==> config.mk <==
export PLATFORM = sky130hd
export DESIGN_NAME = agu_sequencer
export DESIGN_NICKNAME = d
export VERILOG_FILES = /design/src/rtl/agu_sequencer.sv
export SDC_FILE = /design/constraint.sdc
export NUM_CORES = 1
export LEC_CHECK = 0
export ABC_AREA = 1
export CAP_MARGIN = 20
export CORE_MARGIN = 8
export CORE_UTILIZATION = 42
export CTS_BUF_LIST = sky130_fd_sc_hd__clkbuf_16
export DETAILED_ROUTE_END_ITERATION = 8
export GPL_TIMING_DRIVEN = 0
export PLACE_DENSITY = 0.81
export REMOVE_ABC_BUFFERS = 1
export SKIP_CTS_REPAIR_TIMING = 1
export SLEW_MARGIN = 40
export SYNTH_ARGS = -nofsm -noshare
export SYNTH_HDL_FRONTEND = slang
export SYNTH_SLANG_ARGS = --single-unit
export TNS_END_PERCENT = 100
==> constraint.sdc <==
create_clock -name sys_clk -period 1.9 [get_ports sys_clk]
set_input_delay 0.57 -clock sys_clk [delete_from_list [all_inputs] [get_ports sys_clk]]
set_output_delay 0.57 -clock sys_clk [all_outputs]
set_load 0.02 [all_outputs]
==> src/rtl/agu_sequencer.sv <==
// agu_sequencer: transfer-level controller for the AGU load/enable inputs.
// Takes one descriptor, presents it on latch_tr_*, pulses the generator
// ldinit strobes, then steps the selected generators for tr_length beats.
// Optional build macro: AGU_SEQ_CLEAR_EN adds a CLEAR state (clear_agu pulse)
// before LOAD, and a clear_agu pulse in DONE after an aborted transfer.
//
// state    | meaning
// ---------+--------------------------------------------------------------
// ST_IDLE  | ready for a descriptor, tr_ready high
// ST_CLEAR | one-cycle clear_agu pulse (AGU_SEQ_CLEAR_EN builds only)
// ST_LOAD  | one cycle, ldinit strobes for the selected generators
// ST_RUN   | enables asserted on every non-stalled beat until count hits 0
// ST_DONE  | one-cycle done pulse, aborted qualifies the cause

module agu_sequencer #(
   parameter int ADDR_W = 40,
   parameter int CTRL_W = 4,
   parameter int LEN_W  = 16
) (
   input  logic              sys_clk,
   input  logic              sys_rst_n,
   input  logic              tr_valid,
   output logic              tr_ready,
   input  logic [ADDR_W-1:0] tr_addresses,
   input  logic [CTRL_W-1:0] tr_control,
   input  logic [LEN_W-1:0]  tr_length,
   input  logic              agu_stall,
   input  logic              abort,
   output logic [ADDR_W-1:0] latch_tr_addresses,
   output logic [CTRL_W-1:0] latch_tr_control,
   output logic              mem_gen_ldinit,
   output logic              byte_gen_ldinit,
   output logic              rc_gen_ldinit,
   output logic              mem_gen_enable,
   output logic              byte_gen_enable,
   output logic              fb_gen_enable,
   output logic              rc_gen_enable,
   output logic              clear_agu,
   output logic              busy,
   output logic [LEN_W-1:0]  beats_left,
   output logic              done,
   output logic              aborted
);

`ifdef AGU_SEQ_CLEAR_EN
   typedef enum logic [2:0] {
      ST_IDLE  = 3'd0,
      ST_CLEAR = 3'd1,
      ST_LOAD  = 3'd2,
      ST_RUN   = 3'd3,
      ST_DONE  = 3'd4
   } state_t;
`else
   typedef enum logic [2:0] {
      ST_IDLE  = 3'd0,
      ST_LOAD  = 3'd2,
      ST_RUN   = 3'd3,
      ST_DONE  = 3'd4
   } state_t;
`endif

   state_t              r_state;
   state_t              w_state_nxt;
   logic                r_out_en;
   logic                r_aborted;
   logic [ADDR_W-1:0]   r_latch_addr;
   logic [CTRL_W-1:0]   r_latch_ctrl;
   logic [LEN_W-1:0]    r_beats_left;
   logic [LEN_W-1:0]    w_beats_nxt;
   logic                w_aborted_nxt;
   logic                w_accept;
   logic                w_ldinit_en;
   logic                w_beat;
   logic                w_ready;
`ifdef AGU_SEQ_CLEAR_EN
   logic                w_clear;
`endif

   // r_out_en holds tr_ready low while reset is asserted so every output
   // reads 0 during reset and tr_ready rises the cycle after release.
   assign w_ready = (r_state == ST_IDLE) && r_out_en;

   // Next-state, beat counting and strobe qualification.
   always_comb begin
      w_state_nxt   = r_state;
      w_beats_nxt   = r_beats_left;
      w_aborted_nxt = r_aborted;
      w_accept      = 1'b0;
      w_ldinit_en   = 1'b0;
      w_beat        = 1'b0;
`ifdef AGU_SEQ_CLEAR_EN
      w_clear       = 1'b0;
`endif
      case (r_state)
         ST_IDLE: begin
            if (tr_valid && w_ready) begin
               w_accept      = 1'b1;
               w_beats_nxt   = tr_length;
               w_aborted_nxt = 1'b0;
`ifdef AGU_SEQ_CLEAR_EN
               w_state_nxt   = ST_CLEAR;
`else
               w_state_nxt   = ST_LOAD;
`endif
            end
         end
`ifdef AGU_SEQ_CLEAR_EN
         ST_CLEAR: begin
            w_clear     = 1'b1;
            w_state_nxt = ST_LOAD;
         end
`endif
         ST_LOAD: begin
            if (abort) begin
               w_aborted_nxt = 1'b1;
               w_state_nxt   = ST_DONE;
            end else begin
               w_ldinit_en = 1'b1;
               w_state_nxt = (r_beats_left != '0) ? ST_RUN : ST_DONE;
            end
         end
         ST_RUN: begin
            // abort wins over the final beat and freezes the count
            if (abort) begin
               w_aborted_nxt = 1'b1;
               w_state_nxt   = ST_DONE;
            end else if (!agu_stall) begin
               w_beat      = 1'b1;
               w_beats_nxt = r_beats_left - LEN_W'(1);
               if (r_beats_left == LEN_W'(1)) begin
                  w_state_nxt = ST_DONE;
               end
            end
         end
         ST_DONE: begin
`ifdef AGU_SEQ_CLEAR_EN
            w_clear     = r_aborted;
`endif
            w_state_nxt = ST_IDLE;
         end
         default: begin
            w_state_nxt = ST_IDLE;
         end
      endcase
   end

   // State register.
   always_ff @(posedge sys_clk) begin
      if (!sys_rst_n) begin
         r_state <= ST_IDLE;
      end else begin
         r_state <= w_state_nxt;
      end
   end

   // Descriptor capture, beat counter and abort flag.
   always_ff @(posedge sys_clk) begin
      if (!sys_rst_n) begin
         r_out_en     <= 1'b0;
         r_aborted    <= 1'b0;
         r_latch_addr <= '0;
         r_latch_ctrl <= '0;
         r_beats_left <= '0;
      end else begin
         r_out_en     <= 1'b1;
         r_aborted    <= w_aborted_nxt;
         r_beats_left <= w_beats_nxt;
         if (w_accept) begin
            r_latch_addr <= tr_addresses;
            r_latch_ctrl <= tr_control;
         end
      end
   end

   assign tr_ready           = w_ready;
   assign latch_tr_addresses = r_latch_addr;
   assign latch_tr_control   = r_latch_ctrl;
   assign beats_left         = r_beats_left;
   assign busy               = (r_state != ST_IDLE);
   assign done               = (r_state == ST_DONE);
   assign aborted            = (r_state == ST_DONE) && r_aborted;

   // fb generator has no ldinit; ldinit and enable come from different states
   assign mem_gen_ldinit  = w_ldinit_en & r_latch_ctrl[0];
   assign byte_gen_ldinit = w_ldinit_en & r_latch_ctrl[1];
   assign rc_gen_ldinit   = w_ldinit_en & r_latch_ctrl[3];

   assign mem_gen_enable  = w_beat & r_latch_ctrl[0];
   assign byte_gen_enable = w_beat & r_latch_ctrl[1];
   assign fb_gen_enable   = w_beat & r_latch_ctrl[2];
   assign rc_gen_enable   = w_beat & r_latch_ctrl[3];

`ifdef AGU_SEQ_CLEAR_EN
   assign clear_agu = w_clear;
`else
   assign clear_agu = 1'b0;
`endif

endmodule

-- Yosys cells after proc, flatten, opt, wreduce, memory -nomap -nowiden
Index checks and enable logic that the tools add are counted.
W data, S select, Z words.
- input bits: 65
- flip-flop bits (word level): 65
- muxes and demuxes: 22
- $add $sub $neg: 1
- reduce and logical (&&, ||, !) cells: 12
- equality and inequality tests: 10
- bitwise logic cells: 7
- operators with widths (operator ; number):
    $mux W16 ; 3
    $pmux W16 S2 ; 1
    $mux W3 ; 6
    $eq A16 B1 Y1 const B ; 1
    $reduce_bool A16 Y1 ; 1
    $sub A16 B1 Y16 const B ; 1
    $mux W1 ; 10
    $pmux W3 S3 ; 1
    $and A1 B1 Y1 ; 7
    $eq A3 B2 Y1 const B ; 2
    $ne A3 B3 Y1 const B ; 2
    $reduce_and A3 Y1 ; 2
    $ne A2 B1 Y1 const B ; 2
    $ne A2 B2 Y1 const B ; 2
    $reduce_and A4 Y1 ; 1
    $reduce_bool A2 Y1 ; 2
    $eq A3 B3 Y1 const B ; 1
    $logic_and A1 B1 Y1 ; 3
    $logic_not A3 Y1 ; 1
    $reduce_bool A3 Y1 ; 1
    $pmux W1 S2 ; 1
    $reduce_or A2 Y1 ; 1

-- Longest topological paths before layout
Gate-level depths: netlist of run 1.
- depth in word-level cells: 5
- mapped depth: 10
- mapped depth without buffers: 10

-- Worst setup path after synthesis of run 1
OpenSTA, ideal clock, no wires.
- kind: input to output
- from: in abort
- to: out byte_gen_enable
- required time: 1.330 ns
- data arrival time: 1.292 ns
- slack: 0.038 ns
- stages: 4
- path through: inv_1 nand2_2 or2_2 nor2_1
- word-level cells in the longest chain between the ends: 3
- RTL lines (what ; line ; text):
    from (decl) ; 28 ; input logic abort,
    $mux W1 ; 124 ; if (abort) begin
    $mux W1 ; 94 ; case (r_state)
    $and A1 B1 Y1 ; 189 ; assign byte_gen_enable = w_beat & r_latch_ctrl[1];
    to (decl) ; 35 ; output logic byte_gen_enable,
No other way between the ends.

-- Worst setup path after layout of run 1
- from: reg r_state[1]
- to: out mem_gen_enable
- word-level cells in the longest chain between the ends: 3
- RTL lines (what ; line ; text):
    from (decl) ; 62 ; state_t r_state;
    from (signal assigned) ; 152 ; r_state <= w_state_nxt;
    $eq A3 B2 Y1 ; 94 ;
    $mux W1 ; 94 ;
    $and A1 B1 Y1 ; 188 ; assign mem_gen_enable = w_beat & r_latch_ctrl[0];
    to (decl) ; 34 ; output logic mem_gen_enable,
No other way between the ends.

==> summary.md, run 1 <==
| Metric | Value |
|---|---|
| Required @ worst endpoint | `1330 ps` |
| Post-route DRC violation count | `0` |
| Area contributors post-synth | `dfxtp_1 43%, nand2_1 19%, a21oi_1 10%` |
| Crit. End Element | `primary output` |
| Maximum root-to-sink buffer count | `2` |
| # fillers | `583` |
| Routed length per instance | `15.19 um` |
| All-Layer GR Usage | `0.1900` |
| CTS tree | `done` |
| Crit-path cells | `nand2_4, nor2_4, nand2_2, or2_4, nor2_4, buf_6` |
| Fin Hold WS | `462.8 ps` |
| WP buf/inv | `1` |
| Most frequent cell on the critical path | `nor2_4` |
| Final Net Count | `669` |
| Synth Register Bits | `65` |
| Pwr dens | `1099 nW/um^2` |
| Worst-path clk slew | `60 ps` |
| Peak per-stage delay on the critical path | `390 ps` |
| Final worst-path cycle share | `1.108` |
| Top-area cell type share of the netlist area | `0.4268` |
| DP Worst Slack | `-975.4 ps` |
| Clock Latency Late Sink | `320 ps` |
| VDD IR max | `0.5221 mV` |
| Max_cap viols | `0` |
| Final setup skew | `7.116 ps` |
| Leading area contributor after synthesis | `dfxtp_1` |
| Die area | `10240 sq um` |
| Yosys warns | `0` |
| Arr. time, crit path | `1530 ps` |
| Crit-path slowest cell | `dfxtp_4` |
| Grt total ovfl | `0` |
| M2 GR Usage | `0.3133` |
| Met3 usage | `0.1299` |
| Vias per cell | `4.945` |
| Rows | `31` |
| TritonRoute pass-1 iters | `4` |
| Vias in the first global route | `3311` |
| Static Leak | `2.577 nW` |
| Initial drt markers | `98` |
| Status | `finished, violations left` |
| Routability cong. | `0.8508` |
| Count of cell types in the netlist | `26` |
| Met1 Track Usage GR | `0.1843` |
| Detailed Place HPWL | `7124 um` |
| Initial Utilization | `0.4272` |
| Sink Count | `65` |
| Crit Path Max Fanout | `5` |
| DR vias | `3481` |
| Crit Path Category | `register to primary output` |
| Ant diodes | `0` |
| Highest Clock Rate | `475.1 MHz` |
| Layout Area Growth over Synthesis | `65.16%` |
| HP Class | `register to register` |
| Failing checks | `setup timing` |
| Setup violators final | `8` |
| Global-route wire length before repair | `15480 um` |
| Cell area after synthesis | `3049 sq um` |
| Vert. Die Dim | `101.2 um` |
| Crit start category | `register` |
| Final hold viol count | `0` |
| Htree depth | `3` |
| Clock Tree Root | `clkbuf_16` |
| Antenna violations before repair | `0` |
| # IOs | `137` |
| Slew @ Worst Pin | `580.0 ps` |
| Final slew viol count | `0` |
| Pin count of the biggest net entering global routing | `54` |
| Final WL | `10700 um` |
| Post-Synthesis Cells | `461` |
| Layout cells sized above 1 | `0.1223` |
| Port-buffer cells | `135` |
| Syn Area/Cell | `6.614 sq um` |
| CTS Buf Count | `9` |
| Shortest period the worst path allows | `2105 ps` |
| Core Footprint | `7137 sq um` |
| Max transition margin | `0.6121` |
| Global route hottest layer | `met2` |
| Post-route setup slack | `-204.8 ps` |
| RSZ-0062 raised after global routing | `yes` |
| Antenna Violating Nets Remaining | `0` |
| Die W | `101.2 um` |
| Post-synthesis sequential area ratio | `0.4268` |
| Total power | `5.536 mW` |
| Crit path max-delay family | `simple AND/OR/NAND/NOR gates` |
[layout by cell type, fill, tap and decap left out, types with 16 or more instances in the layout]
master and n:
nand3_1 21, clkdlybuf4s50_1 86, nand2_1 154, inv_1 30
dlymetal6s2s_1 39, a21oi_1 63, o21ai_0 19, nor2_1 51
buf_4 16, dfxtp_1 62
[path summary, 6_finish.rpt]
| path | from | end | slack (ps) | cells past startpoint |
|---|---|---|---|---|
| max | r_state[1] | mem_gen_enable | -200 | 6 |
| min | latch_tr_addresses[21] | latch_tr_addresses[21] | 460 | 2 |
| max reg2reg | r_state[1] | beats_left[13] | 180 | 10 |
| min reg2reg | latch_tr_addresses[21] | latch_tr_addresses[21] | 460 | 2 |
[layout make-up]
type                            count  area [sq um]  share of cell area
Inverter                           37         158.9             0.03155
Clock inverter                      6         93.84             0.01863
Tap cell                           99         123.9             0.02460
Clock buffer                        9         225.2             0.04472
Multi-Input combinational cell    341          1598              0.3173
Sequential cell                    65          1313              0.2606
Timing Repair Buffer              147          1524              0.3026
[synth_stat cells]
cell,instances
nand3_4,1
ha_1,3
nand2_2,4
clkbuf_1,9
buf_1,1
nor2_1,57
nand4_1,1
or2_2,1
nor2_4,1
a21oi_2,2
nand3_2,1
nand3_1,21
nor2_2,4
inv_1,31
nor3_2,1
o21ai_2,1
nand2_1,155
nor3_1,2
buf_6,1
dfxtp_1,65
a21oi_1,63
buf_2,6
buf_4,4
conb_1,1
o21ai_0,19
inv_2,6
[registers in the layout (all words and copies together), names as in the netlist]
name	flops
beats_left	16
latch_tr_addresses	40
latch_tr_control	4
r_aborted	1
r_out_en	1
r_state	3
[cells by family (layout without fill, tap and decap cells)]
family	Yosys count	after routing	synth area share
AOI/OAI and AO/OA	85	85	0.1432
other	1	1	0.001230
DFF	65	65	0.4268
buffers and inverters	58	199	0.08124
adders and majority gates	3	3	0.01231
and+or+nand+nor	249	252	0.3353
[power by group]
part / switching (mW) / leakage (nW) / internal (mW)
clock: 0.619 / 0.152 / 1.15
combinational: 1.26 / 1.89 / 0.795
sequential: 0.174 / 0.534 / 1.54
[metrics by stage]
step                        util  instance area [sq um]  TNS, ps  instances
after floorplan                -                   2940    -7854        440
after global placement    0.6187                   4415   -45600        674
after detailed placement  0.6190                   4418   -44480        674
after CTS                 0.6637                   4737   -29980        689
after global routing      0.7056                   5036    -1451        704
final                     0.7056                   5036   -993.1        704
[worst min-delay path, stage by stage (launching register included)]
cell	delay (ps)
dfxtp_1	310
nand2_1	60
a21oi_1	50
[routing by layer]
metal / share of wire / wire, um
met3: 0.14 / 1497
met2: 0.48 / 5123
met5: 0 / 0
met4: 0.026 / 279
met1: 0.35 / 3795
Note: power is estimated with default switching activity, not from simulation.
==> run 2: changes to the inputs <==
Settings changed: GPL_TIMING_DRIVEN 0 to unset, MAX_ROUTING_LAYER set to met4.
==> summary.md, run 2 (synthesized netlist as in run 1, its figures left out) <==
| Metric | Value |
|---|---|
| Vert. Die Dim | `101.2 um (unchanged)` |
| Final hold viol count | `0 (unchanged)` |
| Detailed Place HPWL | `7629 um (+7.1%)` |
| Worst r2r path cells | `9 (-1)` |
| Initial drt markers | `116 (+18%)` |
| RSZ-0062 raised after global routing | `yes` |
| Final WL | `10390 um (-2.9%)` |
| VDD IR max | `0.5663 mV (+8.5%)` |
| Total power | `5.343 mW (-3.5%)` |
| Hold Crit Start | `latch_tr_addresses[19]` |
| Final setup skew | `7.455 ps (+0.3393 ps)` |
| Crit Path Max Fanout | `4 (-1)` |
| Failing checks | `setup timing` |
| Max reg flops | `40 (unchanged)` |
| Static Leak | `2.613 nW (+1.4%)` |
| Pwr dens | `1053 nW/um^2 (-4.2%)` |
| Die area | `10240 sq um (unchanged)` |
| Reg2reg end | `beats_left[12]` |
| Rows | `31 (unchanged)` |
| Port-buffer cells | `135 (unchanged)` |
| Initial Utilization | `0.4272 (unchanged)` |
| Setup violators final | `7 (-1)` |
| Highest Clock Rate | `498.6 MHz (+5.0%)` |
| CTS Buf Count | `9 (unchanged)` |
| Grt total ovfl | `0 (unchanged)` |
| M1 WL | `4076 um (+7.4%)` |
| Antenna violations before repair | `0 (unchanged)` |
| Final worst-path cycle share | `1.056 (-0.05226)` |
| Final Net Count | `678 (+1.3%)` |
| Arr. time, crit path | `1440 ps (-90 ps)` |
| Vias in the first global route | `3502 (+5.8%)` |
| Crit-path cells | `nand2_2, nor2_4, nand2_2, or2_4, nor2_4, buf_6` |
| Die W | `101.2 um (unchanged)` |
| Ant diodes | `0 (unchanged)` |
| # IOs | `137 (unchanged)` |
| Worst-path clk slew | `60 ps (about the same)` |
| Maximum root-to-sink buffer count | `2 (unchanged)` |
| Crit-path slowest cell | `dfxtp_2` |
| CTS tree | `done` |
| Max_cap viols | `0 (unchanged)` |
| Worst hold path cell count | `2 (unchanged)` |
| Crit start category | `register` |
| Post-route DRC violation count | `0 (unchanged)` |
| HP Class | `register to register` |
| Peak per-stage delay on the critical path | `340 ps (-50 ps)` |
| Core Footprint | `7137 sq um (unchanged)` |
| Antenna Violating Nets Remaining | `0 (unchanged)` |
| Final slew viol count | `0 (unchanged)` |
| WL met2 | `5129 um (+0.12%)` |
| Clock Latency Late Sink | `330 ps (about the same)` |
| Non-filler cells, final | `714 (+1.4%)` |
| R2r startpoint | `beats_left[0]` |
| Sink Count | `65 (unchanged)` |
| DR vias | `3452 (-0.83%)` |
| Global-route wire length before repair | `16260 um (+5.1%)` |
| Layout cells sized above 1 | `0.1398 (+0.01752)` |
| Crit Path Category | `register to primary output` |
| Post-route setup slack | `-105.5 ps (+99.29 ps)` |
| Status | `finished, violations left` |
| Dpl cells | `697 (+3.4%)` |
| All-Layer GR Usage | `0.2067 (+0.01673)` |
| Pin count of the biggest net entering global routing | `49 (-9.3%)` |
| Highest routed layer | `met4` |
| Layout Area Growth over Synthesis | `66.43%` |
| Vias per cell | `4.835 (-2.2%)` |
| Most frequent cells in the layout | `153 x nand2_1, 86 x clkdlybuf4s50_1, 63 x a21oi_1` |
| R2r setup slk | `230 ps (+50 ps)` |
| Crit. End Element | `primary output` |
| Clock Tree Root | `clkbuf_16` |
| TritonRoute pass-1 iters | `5 (+1)` |
| Routed length per instance | `14.55 um (-4.2%)` |
| Routability cong. | `0.8520 (+0.14%)` |
| Required @ worst endpoint | `1330 ps (about the same)` |
| WL met3 | `1048 um (-30%)` |
| Most common cell after layout, fill and taps aside | `nand2_1` |
| Hold Path End | `latch_tr_addresses[19]` |
| Htree depth | `3 (unchanged)` |
| Shortest period the worst path allows | `2005 ps (-99.29 ps)` |
==> run 2: cell type report <==
cell class | instances | area, sq um
fillers | 572 | 2062
repair buffers | 159 | 1679
multi-input cells | 338 | 1545
flip-flops and latches | 65 | 1305
clock buffers | 9 | 225.2
inverters | 37 | 141.4
well taps | 99 | 123.9
clock inverters | 7 | 55.05
==> run 2: per-stage QoR <==
| stage | utilization | hold WS (ps) | worst slack, ps | setup TNS (ps) | cell area (sq um) |
|---|---|---|---|---|---|
| 2_1_floorplan | - | 442.7 | -238.1 | -7854 | 2940 |
| 3_3_place_gp | 0.6516 | 450.5 | -807.7 | -5709 | 4651 |
| 3_5_place_dp | 0.6516 | 455.3 | -900.8 | -6752 | 4651 |
| 4_1_cts | 0.6909 | 464.0 | -904.8 | -7806 | 4931 |
| 5_1_grt | 0.7111 | 483.7 | -180.6 | -1077 | 5075 |
| 6_report | 0.7111 | 465.5 | -105.5 | -552.8 | 5075 |
==> run 2: where the power goes <==
group | switching (mW) | total (mW) | internal, mW
logic | 1.22 | 2.10 | 0.880
clock network | 0.647 | 1.54 | 0.893
registers | 0.157 | 1.70 | 1.54
total | 2.03 | 5.34 | 3.32
==> run 2: layer usage <==
metal  up-vias  GRT usage
met5         -          -
met4         0    0.05956
met3        10     0.1058
met2       126     0.3300
met1      1565     0.2197
li1       1751          -
==> run 2: how the worst max path moves through the flow <==
stage                     startpoint              end  slack, ps  depth (start not counted)
after global routing      r_state[2]  byte_gen_ldinit       -180                          7
after floorplan           r_state[2]        r_aborted       -240                          8
after detailed placement       abort  byte_gen_enable       -900                          6
after global placement         abort  byte_gen_enable       -810                          6
after CTS                      abort  byte_gen_enable       -900                          6
final                     r_state[0]  byte_gen_enable       -110                          6
==> run 2: worst max-delay path: cells and delay by family (launching register included) <==
| kind | cells | cell delay (ps) |
|---|---|---|
| AND/OR/NAND/NOR | 5 | 650 |
| flip-flops | 1 | 340 |
| buffers and inverters | 1 | 120 |
==> run 3: changes to the inputs <==
Settings changed: PLACE_DENSITY 0.81 to unset, PLACE_DENSITY_LB_ADDON set to 0.05.
==> summary.md, run 3 (synthesized netlist as in run 1, its figures left out) <==
| Metric | Value |
|---|---|
| Layout cells sized above 1 | `0.1319 (-0.007916)` |
| Sink Count | `65 (unchanged)` |
| Post-route DRC violation count | `0 (unchanged)` |
| Vias per cell | `4.781 (-1.1%)` |
| Crit-path slowest cell | `dfxtp_2` |
| Worst-path clk slew | `60 ps (about the same)` |
| DR vias | `3409 (-1.2%)` |
| Layout Area Growth over Synthesis | `65.90%` |
| Setup Total Neg Slack | `-492.0 ps (+60.83 ps)` |
| Vert. Die Dim | `101.2 um (unchanged)` |
| Final WL | `9896 um (-4.7%)` |
| Htree depth | `3 (unchanged)` |
| VDD IR max | `0.6742 mV (+19%)` |
| Hold Crit Start | `latch_tr_addresses[9]` |
| Crit-path cells | `nand2_2, nor2_4, nand2_2, or2_4, nor2_4, buf_6` |
| Initial drt markers | `97 (-16%)` |
| Pwr dens | `1065 nW/um^2 (+1.2%)` |
| Most common cell after layout, fill and taps aside | `nand2_1` |
| Routed length per instance | `13.88 um (-4.6%)` |
| Final worst-path cycle share | `1.075 (+0.01976)` |
| CTS tree | `done` |
| Max reg flops | `40 (unchanged)` |
| TritonRoute pass-1 iters | `5 (unchanged)` |
| All-Layer GR Usage | `0.1948 (-0.01193)` |
| Crit start category | `register` |
| Clock Latency Late Sink | `320 ps (about the same)` |
| Final Net Count | `678 (unchanged)` |
| Die area | `10240 sq um (unchanged)` |
| R2r startpoint | `r_state[0]` |
| R2r setup slk | `180 ps (-50 ps)` |
| Antenna Violating Nets Remaining | `0 (unchanged)` |
| Core Footprint | `7137 sq um (unchanged)` |
| Max_cap viols | `0 (unchanged)` |
| Crit Path Category | `register to primary output` |
| CTS Buf Count | `9 (unchanged)` |
| Antenna violations before repair | `0 (unchanged)` |
| Initial Utilization | `0.4272 (unchanged)` |
| HP Class | `register to register` |
| Post-route setup slack | `-143.0 ps (-37.54 ps)` |
| Die W | `101.2 um (unchanged)` |
| Required @ worst endpoint | `1330 ps (about the same)` |
| Failing checks | `setup timing` |
| Final setup skew | `4.568 ps (-2.888 ps)` |
| Pin count of the biggest net entering global routing | `40 (-18%)` |
| Arr. time, crit path | `1470 ps (+30 ps)` |
| Crit. End Element | `primary output` |
| Static Leak | `2.429 nW (-7.1%)` |
| Final slew viol count | `0 (unchanged)` |
| Status | `finished, violations left` |
| Detailed Place HPWL | `7189 um (-5.8%)` |
| Clock Tree Root | `clkbuf_16` |
| Final hold viol count | `0 (unchanged)` |
| Shortest period the worst path allows | `2043 ps (+37.54 ps)` |
| Fin Hold WS | `464.0 ps (-1.425 ps)` |
| Crit Path Max Fanout | `4 (unchanged)` |
| Routability cong. | `0.9109 (+6.9%)` |
| Port-buffer cells | `135 (unchanged)` |
| CP startpoint | `r_state[0]` |
| Crit path max-delay family | `simple AND/OR/NAND/NOR gates` |
| Global-route wire length before repair | `15370 um (-5.5%)` |
| # IOs | `137 (unchanged)` |
| Maximum root-to-sink buffer count | `2 (unchanged)` |
| Setup violators final | `6 (-1)` |
| Highest Clock Rate | `489.5 MHz (-1.8%)` |
| Rows | `31 (unchanged)` |
| WP buf/inv | `1 (unchanged)` |
| Most frequent cells in the layout | `153 x nand2_1, 98 x clkdlybuf4s50_1, 63 x a21oi_1` |
| Vias in the first global route | `3265 (-6.8%)` |
| RSZ-0062 raised after global routing | `yes` |
| Ant diodes | `0 (unchanged)` |
| Peak per-stage delay on the critical path | `330 ps (about the same)` |
| Grt total ovfl | `0 (unchanged)` |
-- run 3: cell types whose count changed in the layout (fill, tap and decap cells not counted), moves of 2 or more --
cell	change
clkdlybuf4s50_1	+12
dlymetal6s2s_1	-10
nor2_2	-4
clkinv_2	+2
clkinv_4	-2
nor2_1	+2
nor2_4	+2
-- run 3: where the power goes --
group	total [mW]	internal, mW	switching (mW)	leakage, nW
combinational	2.09	0.880	1.21	1.76
clock	1.60	1.00	0.597	0.139
sequential	1.70	1.54	0.157	0.533
total	5.39	3.42	1.97	2.43
-- run 3: layout make-up --
type | count | area (sq um)
flip-flops and latches | 65 | 1305
clock buffers | 9 | 225.2
repair buffers | 159 | 1645
fillers | 619 | 2078
multi-input cells | 338 | 1555
clock inverters | 6 | 60.06
inverters | 37 | 143.9
well taps | 99 | 123.9
-- run 3: tightest hold or removal path: stages (launching register included) --
cell and delay [ps]:
dfxtp_1 300, nand2_1 60, a21oi_1 50
-- run 3: worst paths after layout --
check / cells past startpoint / end
hold reg to reg: 2 / latch_tr_addresses[9]
setup / recovery: 6 / fb_gen_enable
hold / removal: 2 / latch_tr_addresses[9]
setup reg to reg: 12 / r_state[0]
-- run 3: through the flow --
step / instances / power, mW / util / area [sq um] / worst slack (ps)
after floorplan: 440 / 2.884 / - / 2940 / -238.1
after global placement: 697 / 3.779 / 0.6499 / 4638 / -850.8
after detailed placement: 697 / 3.808 / 0.6499 / 4638 / -859.4
after CTS: 712 / 5.420 / 0.6899 / 4923 / -863.4
after global routing: 713 / 5.747 / 0.7088 / 5059 / -208.3
final: 713 / 5.389 / 0.7088 / 5059 / -143.0
-- run 3: routing by layer --
layer  vias up  GRT usage  routed length (um)
met5         -          -                   0
met3        13    0.06598                 762
met4         0    0.08018                 150
met2       123     0.3203                4934
li1       1747          -                   -
met1      1526     0.2108                4048
